--- src/rtl/vend_pkg.sv ---
// Shared types and constants for the vending transaction controller.
package vend_pkg;

    // Controller state; the encodings are visible on the state output.
    typedef enum logic [2:0] {
        ST_IDLE   = 3'd0,
        ST_ACCUM  = 3'd1,
        ST_VEND   = 3'd2,
        ST_CHANGE = 3'd3,
        ST_REFUND = 3'd4
    } vend_state_t;

    // Coin values in half-dollar units.
    localparam int HALF_UNITS = 1;
    localparam int ONE_UNITS  = 2;

    // Width of the credit register.
    localparam int CREDIT_W = 8;

    // Value of one cycle's coin pulses in half-dollar units (0..3).
    function automatic logic [1:0] coin_value(input logic half, input logic one);
        logic [1:0] v;
        v = 2'd0;
        if (half) v = v + 2'(HALF_UNITS);
        if (one)  v = v + 2'(ONE_UNITS);
        return v;
    endfunction

endpackage

--- src/rtl/vend_ctrl_if.sv ---
// Coin acceptor / dispense / change signals of the vending controller.
//
// Handshake: dispense_ready is a level from the dispense mechanism meaning it
// can take a vend this cycle; the controller answers with a single-cycle
// dispense (and collect) pulse only in a cycle after it sampled
// dispense_ready=1 while waiting in VEND. Coin pulses have no back-pressure:
// a coin that cannot be taken is answered with a coin_reject pulse.
interface vend_ctrl_if;
    import vend_pkg::*;

    logic                coin_half;
    logic                coin_one;
    logic                cancel;
    logic                dispense_ready;
    logic                dispense;
    logic                collect;
    logic                change_half;
    logic                coin_reject;
    logic [CREDIT_W-1:0] credit;
    logic [2:0]          state;
    logic                busy;

    // Controller side.
    modport slave (
        input  coin_half, coin_one, cancel, dispense_ready,
        output dispense, collect, change_half, coin_reject, credit, state, busy
    );

    // Coin acceptor / mechanism side.
    modport master (
        output coin_half, coin_one, cancel, dispense_ready,
        input  dispense, collect, change_half, coin_reject, credit, state, busy
    );
endinterface

--- src/rtl/vend_timer.sv ---
// Idle-timeout counter for the ACCUM state. expired is a look-ahead: it is
// high in the idle cycle whose edge brings the count to TIMEOUT, so the FSM
// leaves ACCUM on exactly that edge.
module vend_timer #(
    parameter int TIMEOUT = 255
) (
    input  logic clk,
    input  logic rst,
    input  logic ena,
    input  logic clr,
    input  logic inc,
    output logic expired
);
    localparam int CNT_W = $clog2(TIMEOUT + 1);
    localparam logic [CNT_W-1:0] LIMIT = CNT_W'(TIMEOUT);
    localparam logic [CNT_W-1:0] LAST  = CNT_W'(TIMEOUT - 1);

    logic [CNT_W-1:0] cnt_q;
    logic [CNT_W-1:0] cnt_d;

    // Next count: clear wins over increment; saturate at TIMEOUT.
    always_comb begin
        cnt_d   = cnt_q;
        expired = 1'b0;
        if (ena) begin
            if (clr) begin
                cnt_d = '0;
            end else if (inc) begin
                if (cnt_q != LIMIT) cnt_d = cnt_q + CNT_W'(1);
                expired = (cnt_q == LAST);
            end
        end
    end

    // Count register.
    always_ff @(posedge clk) begin
        if (rst) cnt_q <= '0;
        else     cnt_q <= cnt_d;
    end
endmodule

--- src/rtl/vend_ctrl.sv ---
// Vending transaction controller: coin accumulation, vend sequencing,
// cancel/timeout refund and one-half-dollar-per-cycle change payout.
module vend_ctrl
    import vend_pkg::*;
#(
    parameter int PRICE      = 5,
    parameter int MAX_CREDIT = 15,
    parameter int TIMEOUT    = 255
) (
    input  logic        clk,
    input  logic        reset,
    input  logic        ena,
    vend_ctrl_if.slave  bus
);
    localparam logic [CREDIT_W-1:0] PRICE_C = CREDIT_W'(PRICE);
    localparam logic [CREDIT_W:0]   MAX_C   = (CREDIT_W + 1)'(MAX_CREDIT);

    vend_state_t         state_q, state_d;
    logic [CREDIT_W-1:0] credit_q, credit_d;
    logic                dispense_q, dispense_d;
    logic                collect_q, collect_d;
    logic                change_half_q, change_half_d;
    logic                coin_reject_q, coin_reject_d;
    logic                busy_q, busy_d;

    logic [1:0]          coin_sum;
    logic [CREDIT_W:0]   credit_sum;
    logic                coin_any;
    logic                coin_acc;
    logic                tmr_inc;
    logic                tmr_expired;

    // Coin acceptance: only in IDLE/ACCUM and only if the ceiling holds.
    always_comb begin
        coin_sum   = coin_value(bus.coin_half, bus.coin_one);
        coin_any   = (coin_sum != 2'd0);
        credit_sum = {1'b0, credit_q} + {{(CREDIT_W - 1){1'b0}}, coin_sum};
        coin_acc   = ena && coin_any && (credit_sum <= MAX_C) &&
                     ((state_q == ST_IDLE) || (state_q == ST_ACCUM));
        tmr_inc    = (state_q == ST_ACCUM) && !coin_acc;
    end

    vend_timer #(
        .TIMEOUT (TIMEOUT)
    ) u_timer (
        .clk     (clk),
        .rst     (reset),
        .ena     (ena),
        .clr     (coin_acc),
        .inc     (tmr_inc),
        .expired (tmr_expired)
    );

    // Next state, next credit and next pulse outputs.
    always_comb begin
        state_d       = state_q;
        credit_d      = credit_q;
        dispense_d    = 1'b0;
        collect_d     = 1'b0;
        change_half_d = 1'b0;
        coin_reject_d = 1'b0;
        if (ena) begin
            coin_reject_d = coin_any && !coin_acc;
            case (state_q)
                ST_IDLE: begin
                    if (coin_acc) begin
                        state_d  = ST_ACCUM;
                        credit_d = credit_sum[CREDIT_W-1:0];
                    end
                end
                ST_ACCUM: begin
                    if (coin_acc) credit_d = credit_sum[CREDIT_W-1:0];
                    if (bus.cancel)              state_d = ST_REFUND;
                    else if (tmr_expired)        state_d = ST_REFUND;
                    else if (credit_d >= PRICE_C) state_d = ST_VEND;
                end
                ST_VEND: begin
                    // Committed: cancel is not looked at here.
                    if (bus.dispense_ready && (credit_q >= PRICE_C)) begin
                        dispense_d = 1'b1;
                        collect_d  = 1'b1;
                        credit_d   = credit_q - PRICE_C;
                        state_d    = (credit_d != '0) ? ST_CHANGE : ST_IDLE;
                    end
                end
                ST_CHANGE, ST_REFUND: begin
                    if (credit_q != '0) begin
                        change_half_d = 1'b1;
                        credit_d      = credit_q - CREDIT_W'(1);
                        if (credit_q == CREDIT_W'(1)) state_d = ST_IDLE;
                    end else begin
                        state_d = ST_IDLE;
                    end
                end
                default: begin
                    state_d  = ST_IDLE;
                    credit_d = '0;
                end
            endcase
        end
        busy_d = !((state_d == ST_IDLE) || (state_d == ST_ACCUM));
    end

    // State, credit and output registers.
    always_ff @(posedge clk) begin
        if (reset) begin
            state_q       <= ST_IDLE;
            credit_q      <= '0;
            dispense_q    <= 1'b0;
            collect_q     <= 1'b0;
            change_half_q <= 1'b0;
            coin_reject_q <= 1'b0;
            busy_q        <= 1'b0;
        end else begin
            state_q       <= state_d;
            credit_q      <= credit_d;
            dispense_q    <= dispense_d;
            collect_q     <= collect_d;
            change_half_q <= change_half_d;
            coin_reject_q <= coin_reject_d;
            busy_q        <= busy_d;
        end
    end

    assign bus.dispense    = dispense_q;
    assign bus.collect     = collect_q;
    assign bus.change_half = change_half_q;
    assign bus.coin_reject = coin_reject_q;
    assign bus.credit      = credit_q;
    assign bus.state       = state_q;
    assign bus.busy        = busy_q;
endmodule
--- src/flat_wrapper.sv ---
// flat-port wrapper written by rule: the top's interface ports become plain ports
module vend_ctrl_flat import vend_pkg::*;
#(
    parameter int PRICE      = 5,
    parameter int MAX_CREDIT = 15,
    parameter int TIMEOUT    = 255
)
  (clk, reset, ena, bus_coin_half, bus_coin_one, bus_cancel, bus_dispense_ready, bus_dispense, bus_collect, bus_change_half, bus_coin_reject, bus_credit, bus_state, bus_busy);
  vend_ctrl_if bus_i ();
  input  logic clk;
  input  logic reset;
  input  logic ena;
  input wire logic [$bits(bus_i.coin_half)-1:0] bus_coin_half;
  input wire logic [$bits(bus_i.coin_one)-1:0] bus_coin_one;
  input wire logic [$bits(bus_i.cancel)-1:0] bus_cancel;
  input wire logic [$bits(bus_i.dispense_ready)-1:0] bus_dispense_ready;
  output wire logic [$bits(bus_i.dispense)-1:0] bus_dispense;
  output wire logic [$bits(bus_i.collect)-1:0] bus_collect;
  output wire logic [$bits(bus_i.change_half)-1:0] bus_change_half;
  output wire logic [$bits(bus_i.coin_reject)-1:0] bus_coin_reject;
  output wire logic [$bits(bus_i.credit)-1:0] bus_credit;
  output wire logic [$bits(bus_i.state)-1:0] bus_state;
  output wire logic [$bits(bus_i.busy)-1:0] bus_busy;
  assign bus_i.coin_half = bus_coin_half;
  assign bus_i.coin_one = bus_coin_one;
  assign bus_i.cancel = bus_cancel;
  assign bus_i.dispense_ready = bus_dispense_ready;
  assign bus_dispense = bus_i.dispense;
  assign bus_collect = bus_i.collect;
  assign bus_change_half = bus_i.change_half;
  assign bus_coin_reject = bus_i.coin_reject;
  assign bus_credit = bus_i.credit;
  assign bus_state = bus_i.state;
  assign bus_busy = bus_i.busy;
  vend_ctrl #(.PRICE(PRICE), .MAX_CREDIT(MAX_CREDIT), .TIMEOUT(TIMEOUT)) u_core (.clk(clk), .reset(reset), .ena(ena), .bus(bus_i));
endmodule
--- config.mk ---
export PLATFORM = sky130hd
export DESIGN_NAME = vend_ctrl_flat
export DESIGN_NICKNAME = d
export VERILOG_FILES = /design/src/rtl/vend_pkg.sv /design/src/rtl/vend_ctrl_if.sv /design/src/rtl/vend_timer.sv /design/src/rtl/vend_ctrl.sv /design/src/flat_wrapper.sv
export SDC_FILE = /design/constraint.sdc
export NUM_CORES = 1
export LEC_CHECK = 0
export BUFFER_PORTS_ARGS = -buffer_cell sky130_fd_sc_hd__clkbuf_2
export CORE_ASPECT_RATIO = 2
export CORE_MARGIN = 3
export CORE_UTILIZATION = 59
export CTS_CLUSTER_SIZE = 40
export DETAILED_ROUTE_END_ITERATION = 10
export PLACE_DENSITY = 0.81
export SETUP_SLACK_MARGIN = 0.02
export SYNTH_ARGS = -nofsm -noshare
export SYNTH_HDL_FRONTEND = slang
export SYNTH_HIERARCHICAL = 1
export SYNTH_SLANG_ARGS = --single-unit
--- constraint.sdc ---
create_clock -name clk -period 3.7 [get_ports clk]
set_input_delay 0.555 -clock clk [delete_from_list [all_inputs] [get_ports clk]]
set_output_delay 0.555 -clock clk [all_outputs]
set_load 0.005 [all_outputs]
==> insert_results.sql, run 1 <==
INSERT INTO impl_metrics (metric_group, metric, value, unit) VALUES
('status', 'status', 'complete, no violations', ''),
('global_routing', 'grt_antenna_before_repair', '0', ''),
('logic_synthesis', 'yosysMostFrequentCell', 'sky130_fd_sc_hd__nor2_1', ''),
('route', 'detailedRoute.firstPassIterationCount', '5', ''),
('worst_setup_path', 'critical-path-slowest-cell', 'sky130_fd_sc_hd__fa_1', ''),
('clock_network', 'cts.sinks', '23', ''),
('floorplan', 'die_x_extent', '47.3', 'um'),
('global_routing', 'overflow', '0', ''),
('worst_setup_path', 'data_required_time_at_the_worst_endpoint', '3920', 'ps'),
('layout', 'utilization', '66.1', '%'),
('layout', 'n_fill_cell', '281', ''),
('worst_setup_path', 'critPathTopFamily', 'simple AND/OR/NAND/NOR gates', ''),
('worst_setup_path', 'path_buf_inv', '1', ''),
('logic_synthesis', 'yosysTopAreaCellShare', '22.9', '%'),
('layout', 'layout-area-overhead-vs-synth', '6.03', '%'),
('clock_network', 'post_cts.repair.setup_buffers', '0', ''),
('timing', 'final-max-slew-violation-count', '0', ''),
('logic_synthesis', 'synth_edf_count', '0', ''),
('logic_synthesis', 'ys_top_cells_by_count', 'sky130_fd_sc_hd__nor2_1 (28), sky130_fd_sc_hd__dfxtp_1 (23), sky130_fd_sc_hd__nand2_1 (19)', ''),
('worst_setup_path', 'worstPathCellList', 'clkbuf_2 > ha_1 > fa_1 > nand3_2 > mux2i_4 > nor4_2 > nor2_1 > nand2_1 > nor4_1 > nor2_1 > nor3b_1 > a21oi_1 > nor2_1 > nand3b_1', ''),
('timing', 'period_minus_slack', '3140', 'ps'),
('route', 'drc', '0', ''),
('pwr', 'worst_ir_drop_vdd', '0.237', 'mV'),
('place', 'place_hpwl', '4200', 'um'),
('min_path', 'hold_path.class', 'flip-flop to flip-flop', ''),
('logic_synthesis', 'synth_area', '0.00201', 'sq mm'),
('clock_network', 'cts_tree', 'built', ''),
('timing', 'transition_at_the_pin_with_the_smallest_max_transition_slack', '543', 'ps'),
('layout', 'final_layout_size_suffix_gt1_share', '21.6', '%'),
('worst_setup_path', 'critical-path-top-cell-by-count', 'sky130_fd_sc_hd__nor2_1', ''),
('route', 'final_antenna_net_count', '0', ''),
('floorplan', 'die_area', '0.00419', 'sq mm'),
('worst_setup_path', 'maximum_single_stage_delay_on_the_critical_path', '440', 'ps'),
('logic_synthesis', 'syn_area_per_cell', '7.92', 'sq um'),
('route', 'totalWireLength', '5610', 'um'),
('run', 'max_cap_violations', '0', ''),
('logic_synthesis', 'synth.area.top_cells', 'sky130_fd_sc_hd__dfxtp_1 (23%), sky130_fd_sc_hd__nor2_1 (5.2%), sky130_fd_sc_hd__ha_1 (4.4%), sky130_fd_sc_hd__a21oi_1 (3.7%), sky130_fd_sc_hd__nand2_1 (3.5%)', ''),
('route', 'detailedRoute.firstIterationViolations', '138', ''),
('global_routing', 'grt_first_pass_wirelength', '9240', 'um'),
('floorplan', 'count_of_standard_cell_rows', '29', ''),
('timing', 'setup_viol', '0', ''),
('layout', 'number_of_antenna_repair_diodes', '0', ''),
('timing', 'grt_setup_unrepaired', 'false', ''),
('clock_network', 'post_cts_hold_buffer_count', '0', ''),
('logic_synthesis', 'synth_top_area_cell', 'sky130_fd_sc_hd__dfxtp_1', ''),
('timing', 'hold-worst-slack', '569', 'ps'),
('clock_network', 'clk_latency_worst_skew_pair', '270', 'ps'),
('place', 'weighted_congestion_at_the_end_of_routability_driven_global_placement', '0.959', ''),
('logic_synthesis', 'yosys_cell_types', '75', ''),
('floorplan', 'initial_utilization', '62.3', '%'),
('logic_synthesis', 'syn-num-nets', '269', ''),
('worst_setup_path', 'timing.critical_path.fanout_max', '7', ''),
('pwr', 'static-leakage-power', '0.000791', 'uW'),
('clock_network', 'cts_repair_resize_count', '0', ''),
('global_routing', 'grt_pass1_vias', '1956', ''),
('layout', 'design.final.nets', '285', ''),
('global_routing', 'pin_count_of_the_biggest_net_entering_global_routing', '25', ''),
('timing', 'timing.fmax', '0.319', 'GHz'),
('worst_setup_path', 'startpoint_type', 'primary input', ''),
('logic_synthesis', 'yosys_warnings', '6', ''),
('timing', 'report.final.hold_viol_count', '0', ''),
('clock_network', 'clk_transition_reported_paths', '90', 'ps'),
('timing', 'clock-skew-final', '4.65', 'ps'),
('floorplan', 'core', '0.00323', 'sq mm'),
('timing', 'setup_tns', '0', 'ps'),
('clock_network', 'cts_inserted_buffers', '3', ''),
('logic_synthesis', 'synthCells', '254', ''),
('logic_synthesis', 'ys_ff_latch', '23', ''),
('logic_synthesis', 'synth_flop_cell', 'sky130_fd_sc_hd__dfxtp_1', ''),
('floorplan', 'floorplan.io_pins', '23', ''),
('floorplan', 'dieHeight', '88.6', 'um');
[final cells by class]
| type | count | area, sq um | area share (%) |
|---|---|---|---|
| inverter | 10 | 37.5 | 1.76 |
| clock buffer | 3 | 41.3 | 1.94 |
| sequential | 23 | 460 | 21.6 |
| tap | 31 | 38.8 | 1.82 |
| multi-input combinational | 206 | 1410 | 66.1 |
| clock inverter | 1 | 5.00 | 0.235 |
| timing repair buffer | 26 | 140 | 6.57 |
[cells by family after synthesis]
logic type	count (synthesis)	synth area share, %
flops	23	22.9
mux	6	3.73
xor+xnor	2	0.871
buf+inv	25	7.03
compound gates	67	24.6
fa+ha+maj	11	6.90
simple gates	120	34.0
[tightest hold or removal path, cell delays in order, from the launching register on]
cell                      delay [ps]
sky130_fd_sc_hd__dfxtp_1         370
sky130_fd_sc_hd__nor2_1          120
sky130_fd_sc_hd__nor3_1           50
[flip-flops by register name, indices dropped and copies added (netlist names)]
register                count
u_core/bus.credit           8
u_core/u_timer/cnt_q        8
u_core/bus.state            3
u_core/bus.busy             1
u_core/bus.change_half      1
u_core/bus.coin_reject      1
u_core/bus.collect          1
[power by group]
group | switching [uW] | internal, uW
registers | 11.2 | 254
logic | 102 | 65.6
clock network | 90.1 | 75.5
total | 204 | 395
[per-stage QoR]
step	worst slack, ps	total power [uW]	cell area (sq um)	std cells
after floorplan	766	390	2010	254
after global placement	425	432	2090	296
after detailed placement	319	434	2090	296
after CTS	617	602	2130	300
after global routing	352	633	2130	300
final	564	599	2130	300
[layer usage]
layer,global-route usage (%),wire length (um),vias to the layer above
met5,0,0,-
met4,22.7,434,0
met1,32.2,1980,968
met2,50.2,2960,92
li1,-,-,976
met3,3.05,237,34
[cell usage in the layout, fill, tap and decap left out, types with 7 or more instances in the layout]
master / netlist / final
sky130_fd_sc_hd__ha_1: 7 / 7
sky130_fd_sc_hd__nand2b_1: 8 / 8
sky130_fd_sc_hd__nor3_1: 13 / 13
sky130_fd_sc_hd__inv_1: 8 / 8
sky130_fd_sc_hd__clkbuf_2: 0 / 22
sky130_fd_sc_hd__a21oi_1: 15 / 15
sky130_fd_sc_hd__nand3_1: 12 / 12
sky130_fd_sc_hd__nor2_1: 28 / 28
sky130_fd_sc_hd__nand2_1: 19 / 19
sky130_fd_sc_hd__o22ai_1: 7 / 7
sky130_fd_sc_hd__dfxtp_1: 23 / 23
[worst paths after layout]
check | start | endpoint | slack (ps) | cells past startpoint
max reg2reg | u_core/bus.credit[0] | u_core/bus.busy | 640 | 13
max | bus_coin_half | u_core/bus.busy | 560 | 14
min reg2reg | u_core/u_timer/cnt_q[7] | u_core/u_timer/cnt_q[7] | 570 | 2
min | u_core/u_timer/cnt_q[7] | u_core/u_timer/cnt_q[7] | 570 | 2
(Power assumes the default switching activity.)
==> inputs of run 2 (changes only) <==
- clock period: 3.7 -> 2.9 ns (I/O delays scaled with it)
==> run 2 against run 1 <==
Against the previous run:
- count of clock-buffer cells in the layout is the same
- cell count grew 3.3%
- first-iteration DRC count fell by 27%
- setup slack worse by 270 ps
- sequential share of layout area shrank 0.79 points
- non-clock buffer count is 10 higher
- register-to-register slack got worse by 350 ps
- clock skew rose by 1.1 ps
- core utilization grew 2.5 points
- wire length increased by 0.78%
- sequential power increased by 28%
- hold slack lost 15 ps
==> insert_results.sql, run 2 (same netlist as run 1, synthesis figures left out) <==
INSERT INTO impl_metrics (metric_group, metric, value, unit) VALUES
('route', 'num_vias', '2110', ''),
('timing', 'transition_at_the_pin_with_the_smallest_max_transition_slack', '517', 'ps'),
('route', 'detailedRoute.firstIterationViolations', '101', ''),
('worst_setup_path', 'critical-path-slowest-cell', 'sky130_fd_sc_hd__fa_1', ''),
('layout', 'final_cell_mix', 'sky130_fd_sc_hd__nor2_1 (28), sky130_fd_sc_hd__dfxtp_1 (23), sky130_fd_sc_hd__clkbuf_2 (22)', ''),
('worst_setup_path', 'critical_path_class', 'flip-flop to flip-flop', ''),
('clock_network', 'clk_transition_reported_paths', '90', 'ps'),
('clock_network', 'post_cts.repair.setup_buffers', '0', ''),
('worst_setup_path', 'data_required_time_at_the_worst_endpoint', '3120', 'ps'),
('floorplan', 'initial_utilization', '62.3', '%'),
('route', 'drc', '0', ''),
('clock_network', 'cts_inserted_buffers', '3', ''),
('worst_setup_path', 'timing.critical_path.to_type', 'flip-flop', ''),
('worst_setup_path', 'startpoint_type', 'flip-flop', ''),
('route', 'avgRoutedWirePerCell', '18.2', 'um'),
('worst_setup_path', 'timing.critical_path.fanout_max', '2', ''),
('layout', 'utilization', '68.6', '%'),
('pwr', 'static-leakage-power', '0.000843', 'uW'),
('place', 'weighted_congestion_at_the_end_of_routability_driven_global_placement', '0.986', ''),
('timing', 'report.final.hold_viol_count', '0', ''),
('route', 'routed_vias_inst', '6.81', ''),
('worst_setup_path', 'critical-path-top-cell-by-count', 'sky130_fd_sc_hd__nor2_1', ''),
('layout', 'design.final.nets', '295', ''),
('floorplan', 'die_area', '0.00419', 'sq mm'),
('floorplan', 'count_of_standard_cell_rows', '29', ''),
('timing', 'hold-worst-slack', '553', 'ps'),
('route', 'totalWireLength', '5650', 'um'),
('pwr', 'seq_power_share', '44.0', '%'),
('pwr', 'power.share.clock', '27.0', '%'),
('layout', 'sequential_area', '460', 'sq um'),
('place', 'placed_area', '0.00216', 'sq mm'),
('run', 'max_cap_violations', '0', ''),
('pwr', 'worst_ir_drop_vdd', '0.280', 'mV'),
('worst_setup_path', 'path_buf_inv', '0', ''),
('timing', 'postLayoutSetupSlackWorst', '294', 'ps'),
('pwr', 'power.density', '348', 'mW/mm^2'),
('global_routing', 'grt_util_all_layers', '30.0', '%'),
('layout', 'n_fill_cell', '284', ''),
('status', 'status', 'complete, no violations', ''),
('place', 'place_worst_setup_slack', '40.4', 'ps'),
('floorplan', 'dieHeight', '88.6', 'um'),
('global_routing', 'grt_antenna_before_repair', '0', ''),
('global_routing', 'grt_first_pass_wirelength', '9110', 'um'),
('global_routing', 'grt_pass1_vias', '2049', ''),
('route', 'detailedRoute.firstPassIterationCount', '4', ''),
('timing', 'timing.fmax', '0.384', 'GHz'),
('floorplan', 'floorplan.io_pins', '23', ''),
('layout', 'layout-area-overhead-vs-synth', '10.1', '%'),
('timing', 'final.period_utilization', '89.8', '%'),
('pwr', 'p_comb_share', '29.0', '%'),
('pwr', 'cellInternalPower', '512', 'uW'),
('clock_network', 'clock_tree.root_cell', 'sky130_fd_sc_hd__clkbuf_8', ''),
('layout', 'mostFrequentLayoutCell', 'sky130_fd_sc_hd__nor2_1', ''),
('place', 'portBuffers', '22', ''),
('timing', 'grt_setup_unrepaired', 'false', ''),
('place', 'place_hpwl', '4310', 'um'),
('layout', 'multi_input_gate_area_in_the_final_layout', '0.00142', 'sq mm'),
('global_routing', 'overflow', '0', ''),
('worst_setup_path', 'arrival', '2820', 'ps'),
('min_path', 'hold_path.class', 'primary input to flip-flop', ''),
('timing', 'worst_slew_margin_rel', '65.5', '%'),
('clock_network', 'clockBufferDepth', '2', ''),
('worst_setup_path', 'critPathTopFamily', 'simple AND/OR/NAND/NOR gates', ''),
('floorplan', 'die_x_extent', '47.3', 'um'),
('route', 'final_antenna_net_count', '0', ''),
('timing', 'clock-skew-final', '5.72', 'ps'),
('global_routing', 'pin_count_of_the_biggest_net_entering_global_routing', '25', ''),
('clock_network', 'cts_htree_levels', '1', ''),
('layout', 'design_area', '0.00221', 'sq mm'),
('timing', 'final-max-slew-violation-count', '0', ''),
('worst_setup_path', 'worstPathCellList', 'ha_1 > fa_1 > nand3_2 > mux2i_4 > nor4_2 > nor2_1 > nand2_1 > nor4_2 > nor2_1 > nor3b_1 > a21oi_1 > nor2_1 > nand3b_1', ''),
('timing', 'period_minus_slack', '2610', 'ps'),
('clock_network', 'post_cts_hold_buffer_count', '0', ''),
('timing', 'setup_viol', '0', ''),
('pwr', 'p_sw', '258', 'uW'),
('layout', 'final_layout_size_suffix_gt1_share', '24.7', '%'),
('pwr', 'switching_share', '33.5', '%'),
('worst_setup_path', 'maximum_single_stage_delay_on_the_critical_path', '420', 'ps'),
('clock_network', 'cts_tree', 'built', ''),
('clock_network', 'clk_latency_worst_skew_pair', '270', 'ps'),
('clock_network', 'cts.sinks', '23', ''),
('floorplan', 'core', '0.00323', 'sq mm'),
('layout', 'number_of_antenna_repair_diodes', '0', ''),
('timing', 'setup_tns', '0', 'ps');
run 2: cell count changes in the layout (fill, tap and decap cells not counted), sizes merged:
cell and change:
buf +10
run 2: metal layers:
layer	vias up	track usage (%)	wire length, um	share of wire (%)
met5	-	0	0	0
met4	0	21.9	442	7.8
met3	42	4.68	267	4.7
met2	106	51.3	3010	53
met1	973	30.3	1930	34
li1	989	-	-	-
run 2: worst reg2reg max path, delay by kind of cell, from the launching register on:
| family | cells | cell delay, ps |
|---|---|---|
| AOI/OAI and AO/OA | 1 | 60 |
| adders and majority gates | 2 | 640 |
| and+or+nand+nor | 9 | 1280 |
| DFF | 1 | 320 |
| muxes | 1 | 240 |
run 2: cell type report:
type / count / area share [%]
clock inverters: 1 / 0.226
inverters: 10 / 1.69
repair buffers: 36 / 9.72
flip-flops and latches: 23 / 20.8
well taps: 31 / 1.75
multi-input cells: 206 / 64.0
clock buffers: 3 / 1.86
run 2: repair_timing:
item                                    CTS  global route
endpoints found under the setup margin    0             2
resized for setup                         0             1
hold endpoints to repair                  0             0
run 2: power groups by stage:
stage	combinational (uW)	sequential, uW	clock [uW]
after global routing	243	341	220
after detailed placement	217	346	0
after floorplan	156	341	0
after global placement	216	346	0
after CTS	218	339	213
final	223	339	208
run 2: worst paths after layout:
path                            from                 endpoint  slack, ps  cells after the start
max             u_core/bus.credit[0]          u_core/bus.busy        290                     13
min               bus_dispense_ready       u_core/bus.collect        550                      4
min reg2reg  u_core/u_timer/cnt_q[1]  u_core/u_timer/cnt_q[1]        580                      1
max reg2reg     u_core/bus.credit[0]          u_core/bus.busy        290                     13
run 2: through the flow:
step,total power (uW),instances
2_1_floorplan,497,254
3_5_place_dp,563,306
4_1_cts,770,310
3_3_place_gp,562,306
6_report,770,310
5_1_grt,804,310
==> inputs of run 3 (changes only) <==
- GPL_ROUTABILITY_DRIVEN: unset -> 0
- PLACE_DENSITY: 0.81 -> 0.8
- SETUP_SLACK_MARGIN: 0.02 -> 0.3
==> run 3 against run 2 <==
Against the previous run:
- global-route usage grew 0.71 points
- fmax grew 3.3%
- first-iteration DRC count shrank 0.99%
- critical endpoint is now u_core/bus.state[0]
- largest cell class unchanged
==> insert_results.sql, run 3 (same netlist as run 1, synthesis figures left out) <==
INSERT INTO impl_metrics (metric_group, metric, value, unit) VALUES
('min_path', 'hold_path.class', 'primary input to flip-flop', ''),
('worst_setup_path', 'worst_case_register_to_register_setup_slack', '380', 'ps'),
('timing', 'setup_viol', '0', ''),
('place', 'portBuffers', '22', ''),
('floorplan', 'count_of_standard_cell_rows', '29', ''),
('floorplan', 'initial_utilization', '62.3', '%'),
('route', 'routed_vias_inst', '6.72', ''),
('worst_setup_path', 'worst-r2r-cell-count', '13', ''),
('pwr', 'fin_total_pwr', '778', 'uW'),
('timing', 'clock-skew-final', '4.30', 'ps'),
('floorplan', 'dieHeight', '88.6', 'um'),
('clock_network', 'post_cts_hold_buffer_count', '0', ''),
('timing', 'worst_slew_margin_rel', '62.0', '%'),
('route', 'drc', '0', ''),
('worst_setup_path', 'startpoint_type', 'flip-flop', ''),
('worst_setup_path', 'reg2reg_to', 'u_core/bus.state[0]', ''),
('clock_network', 'cts_htree_levels', '1', ''),
('pwr', 'static-leakage-power', '0.000858', 'uW'),
('worst_setup_path', 'worstPathCellList', 'ha_4 > fa_2 > nand3_2 > mux2i_4 > nor4_4 > nor2_2 > nand2_2 > nor4_4 > nor2_2 > a21oi_1 > nand3_1 > o21ai_2 > a211oi_2', ''),
('layout', 'layout-area-overhead-vs-synth', '13.2', '%'),
('min_path', 'worstHoldEndpoint', 'u_core/bus.state[1]', ''),
('place', 'place_hpwl', '4240', 'um'),
('worst_setup_path', 'critical_path.reg2reg.startpoint', 'u_core/bus.credit[0]', ''),
('worst_setup_path', 'maximum_single_stage_delay_on_the_critical_path', '410', 'ps'),
('floorplan', 'core', '0.00323', 'sq mm'),
('clock_network', 'cts_tree', 'built', ''),
('timing', 'timing.fmax', '0.397', 'GHz'),
('worst_setup_path', 'arrival', '2660', 'ps'),
('global_routing', 'pin_count_of_the_biggest_net_entering_global_routing', '25', ''),
('route', 'final_antenna_net_count', '0', ''),
('route', 'num_vias', '2091', ''),
('min_path', 'timing.hold.worst.start', 'bus_cancel', ''),
('timing', 'final.period_utilization', '87.0', '%'),
('layout', 'design.final.nets', '296', ''),
('global_routing', 'grt_antenna_before_repair', '0', ''),
('clock_network', 'clockBufferDepth', '2', ''),
('layout', 'number_of_antenna_repair_diodes', '0', ''),
('worst_setup_path', 'data_required_time_at_the_worst_endpoint', '3040', 'ps'),
('global_routing', 'overflow', '0', ''),
('route', 'avgRoutedWirePerCell', '18.5', 'um'),
('global_routing', 'grt_util_all_layers', '30.7', '%'),
('worst_setup_path', 'critical_path_class', 'flip-flop to flip-flop', ''),
('layout', 'mostFrequentLayoutCell', 'sky130_fd_sc_hd__nor2_1', ''),
('layout', 'final_cell_mix', 'sky130_fd_sc_hd__nor2_1 (26), sky130_fd_sc_hd__clkbuf_2 (22), sky130_fd_sc_hd__dfxtp_1 (21)', ''),
('global_routing', 'grt_pass1_vias', '1990', ''),
('floorplan', 'floorplan.io_pins', '23', ''),
('clock_network', 'cts_inserted_buffers', '3', ''),
('timing', 'grt_setup_unrepaired', 'true', ''),
('floorplan', 'die_x_extent', '47.3', 'um'),
('clock_network', 'cts.sinks', '23', ''),
('layout', 'final_layout_size_suffix_gt1_share', '28.2', '%'),
('timing', 'transition_at_the_pin_with_the_smallest_max_transition_slack', '569', 'ps'),
('status', 'status', 'complete, no violations', ''),
('timing', 'setup_tns', '0', 'ps'),
('clock_network', 'clk_latency_worst_skew_pair', '270', 'ps'),
('pwr', 'worst_ir_drop_vdd', '0.234', 'mV'),
('min_path', 'worst_hold_path.num_cells', '4', ''),
('route', 'detailedRoute.firstPassIterationCount', '5', ''),
('worst_setup_path', 'timing.critical_path.to_type', 'flip-flop', ''),
('run', 'max_cap_violations', '0', ''),
('timing', 'report.final.hold_viol_count', '0', ''),
('timing', 'final-max-slew-violation-count', '0', ''),
('global_routing', 'grt_first_pass_wirelength', '9460', 'um'),
('route', 'detailedRoute.firstIterationViolations', '100', ''),
('timing', 'period_minus_slack', '2520', 'ps'),
('worst_setup_path', 'critical-path-slowest-cell', 'sky130_fd_sc_hd__fa_2', ''),
('clock_network', 'clock_tree.root_cell', 'sky130_fd_sc_hd__clkbuf_8', ''),
('floorplan', 'die_area', '0.00419', 'sq mm'),
('worst_setup_path', 'timing.critical_path.fanout_max', '3', ''),
('route', 'totalWireLength', '5760', 'um'),
('pwr', 'power.density', '342', 'mW/mm^2'),
('clock_network', 'clk_transition_reported_paths', '90', 'ps');
## run 3: changes by cell type in the layout (fill, tap and decap cells not counted), moves of 2 or more
cell	before	now
sky130_fd_sc_hd__nor4_2	3	1
sky130_fd_sc_hd__dfxtp_2	0	2
sky130_fd_sc_hd__nor4_4	1	3
sky130_fd_sc_hd__nor2_1	28	26
sky130_fd_sc_hd__dfxtp_1	23	21
sky130_fd_sc_hd__nor2_2	2	4
## run 3: layer usage
metal  wire length [um]  vias up  global-route usage, %
met5                  0        -                      0
met4                388        0                   19.4
met3                276       32                   2.65
met2               3000       92                   50.1
met1               2090      976                   36.3
li1                   -      991                      -
## run 3: through the flow
step                std cells  cell area (sq um)  utilization, %  hold slack, ps  worst slack, ps
global placement          302               2140            66.4             548              220
detailed placement        302               2140            66.4             560              149
floorplan                 254               2020               -             504              328
CTS                       306               2190            67.8             525              399
finish                    311               2280            70.5             548              378
global route              311               2280            70.5             597              265
## run 3: worst max-delay path by stage
stage,startpoint,to,slack [ps],cells after the start
after floorplan,u_core/bus.credit[0],u_core/u_timer/cnt_q[0],330,10
after global placement,bus_coin_half,u_core/bus.busy,220,14
after detailed placement,bus_coin_half,u_core/u_timer/cnt_q[3],150,11
after CTS,u_core/bus.credit[0],u_core/u_timer/cnt_q[3],400,10
after global routing,u_core/bus.credit[0],u_core/bus.busy,260,13
final,u_core/bus.credit[0],u_core/bus.state[0],380,13
## run 3: what timing repair did
item	4_1_cts	5_1_grt
buffers inserted	0	5
setup endpoints to repair	0	7
resized for setup	0	12
## run 3: worst max-delay path, delay by kind of cell, from the launching register on
family / cells / cell delay (ps)
AND/OR/NAND/NOR: 7 / 940
adder cells (fa/ha/maj): 2 / 570
flip-flops: 1 / 350
multiplexers: 1 / 280
AO/OA/AOI/OAI: 3 / 270
## run 3: power breakdown
| group | switching, uW | internal (uW) | leakage, uW | total [uW] |
|---|---|---|---|---|
| Combinational | 134 | 98.0 | 0.000646 | 232 |
| Sequential | 15.5 | 324 | 0.000187 | 340 |
| Clock | 111 | 96.0 | 0.0000255 | 207 |
| Total | 260 | 518 | 0.000858 | 778 |
## run 3: area by class of cell
| cell class | instances | area [sq um] |
|---|---|---|
| Multi-Input combinational cell | 206 | 1470 |
| Fill cell | 277 | 952 |
| Sequential cell | 23 | 463 |
| Timing Repair Buffer | 37 | 226 |
| Clock buffer | 3 | 41.3 |
| Tap cell | 31 | 38.8 |
| Inverter | 10 | 37.5 |
| Clock inverter | 1 | 5.00 |
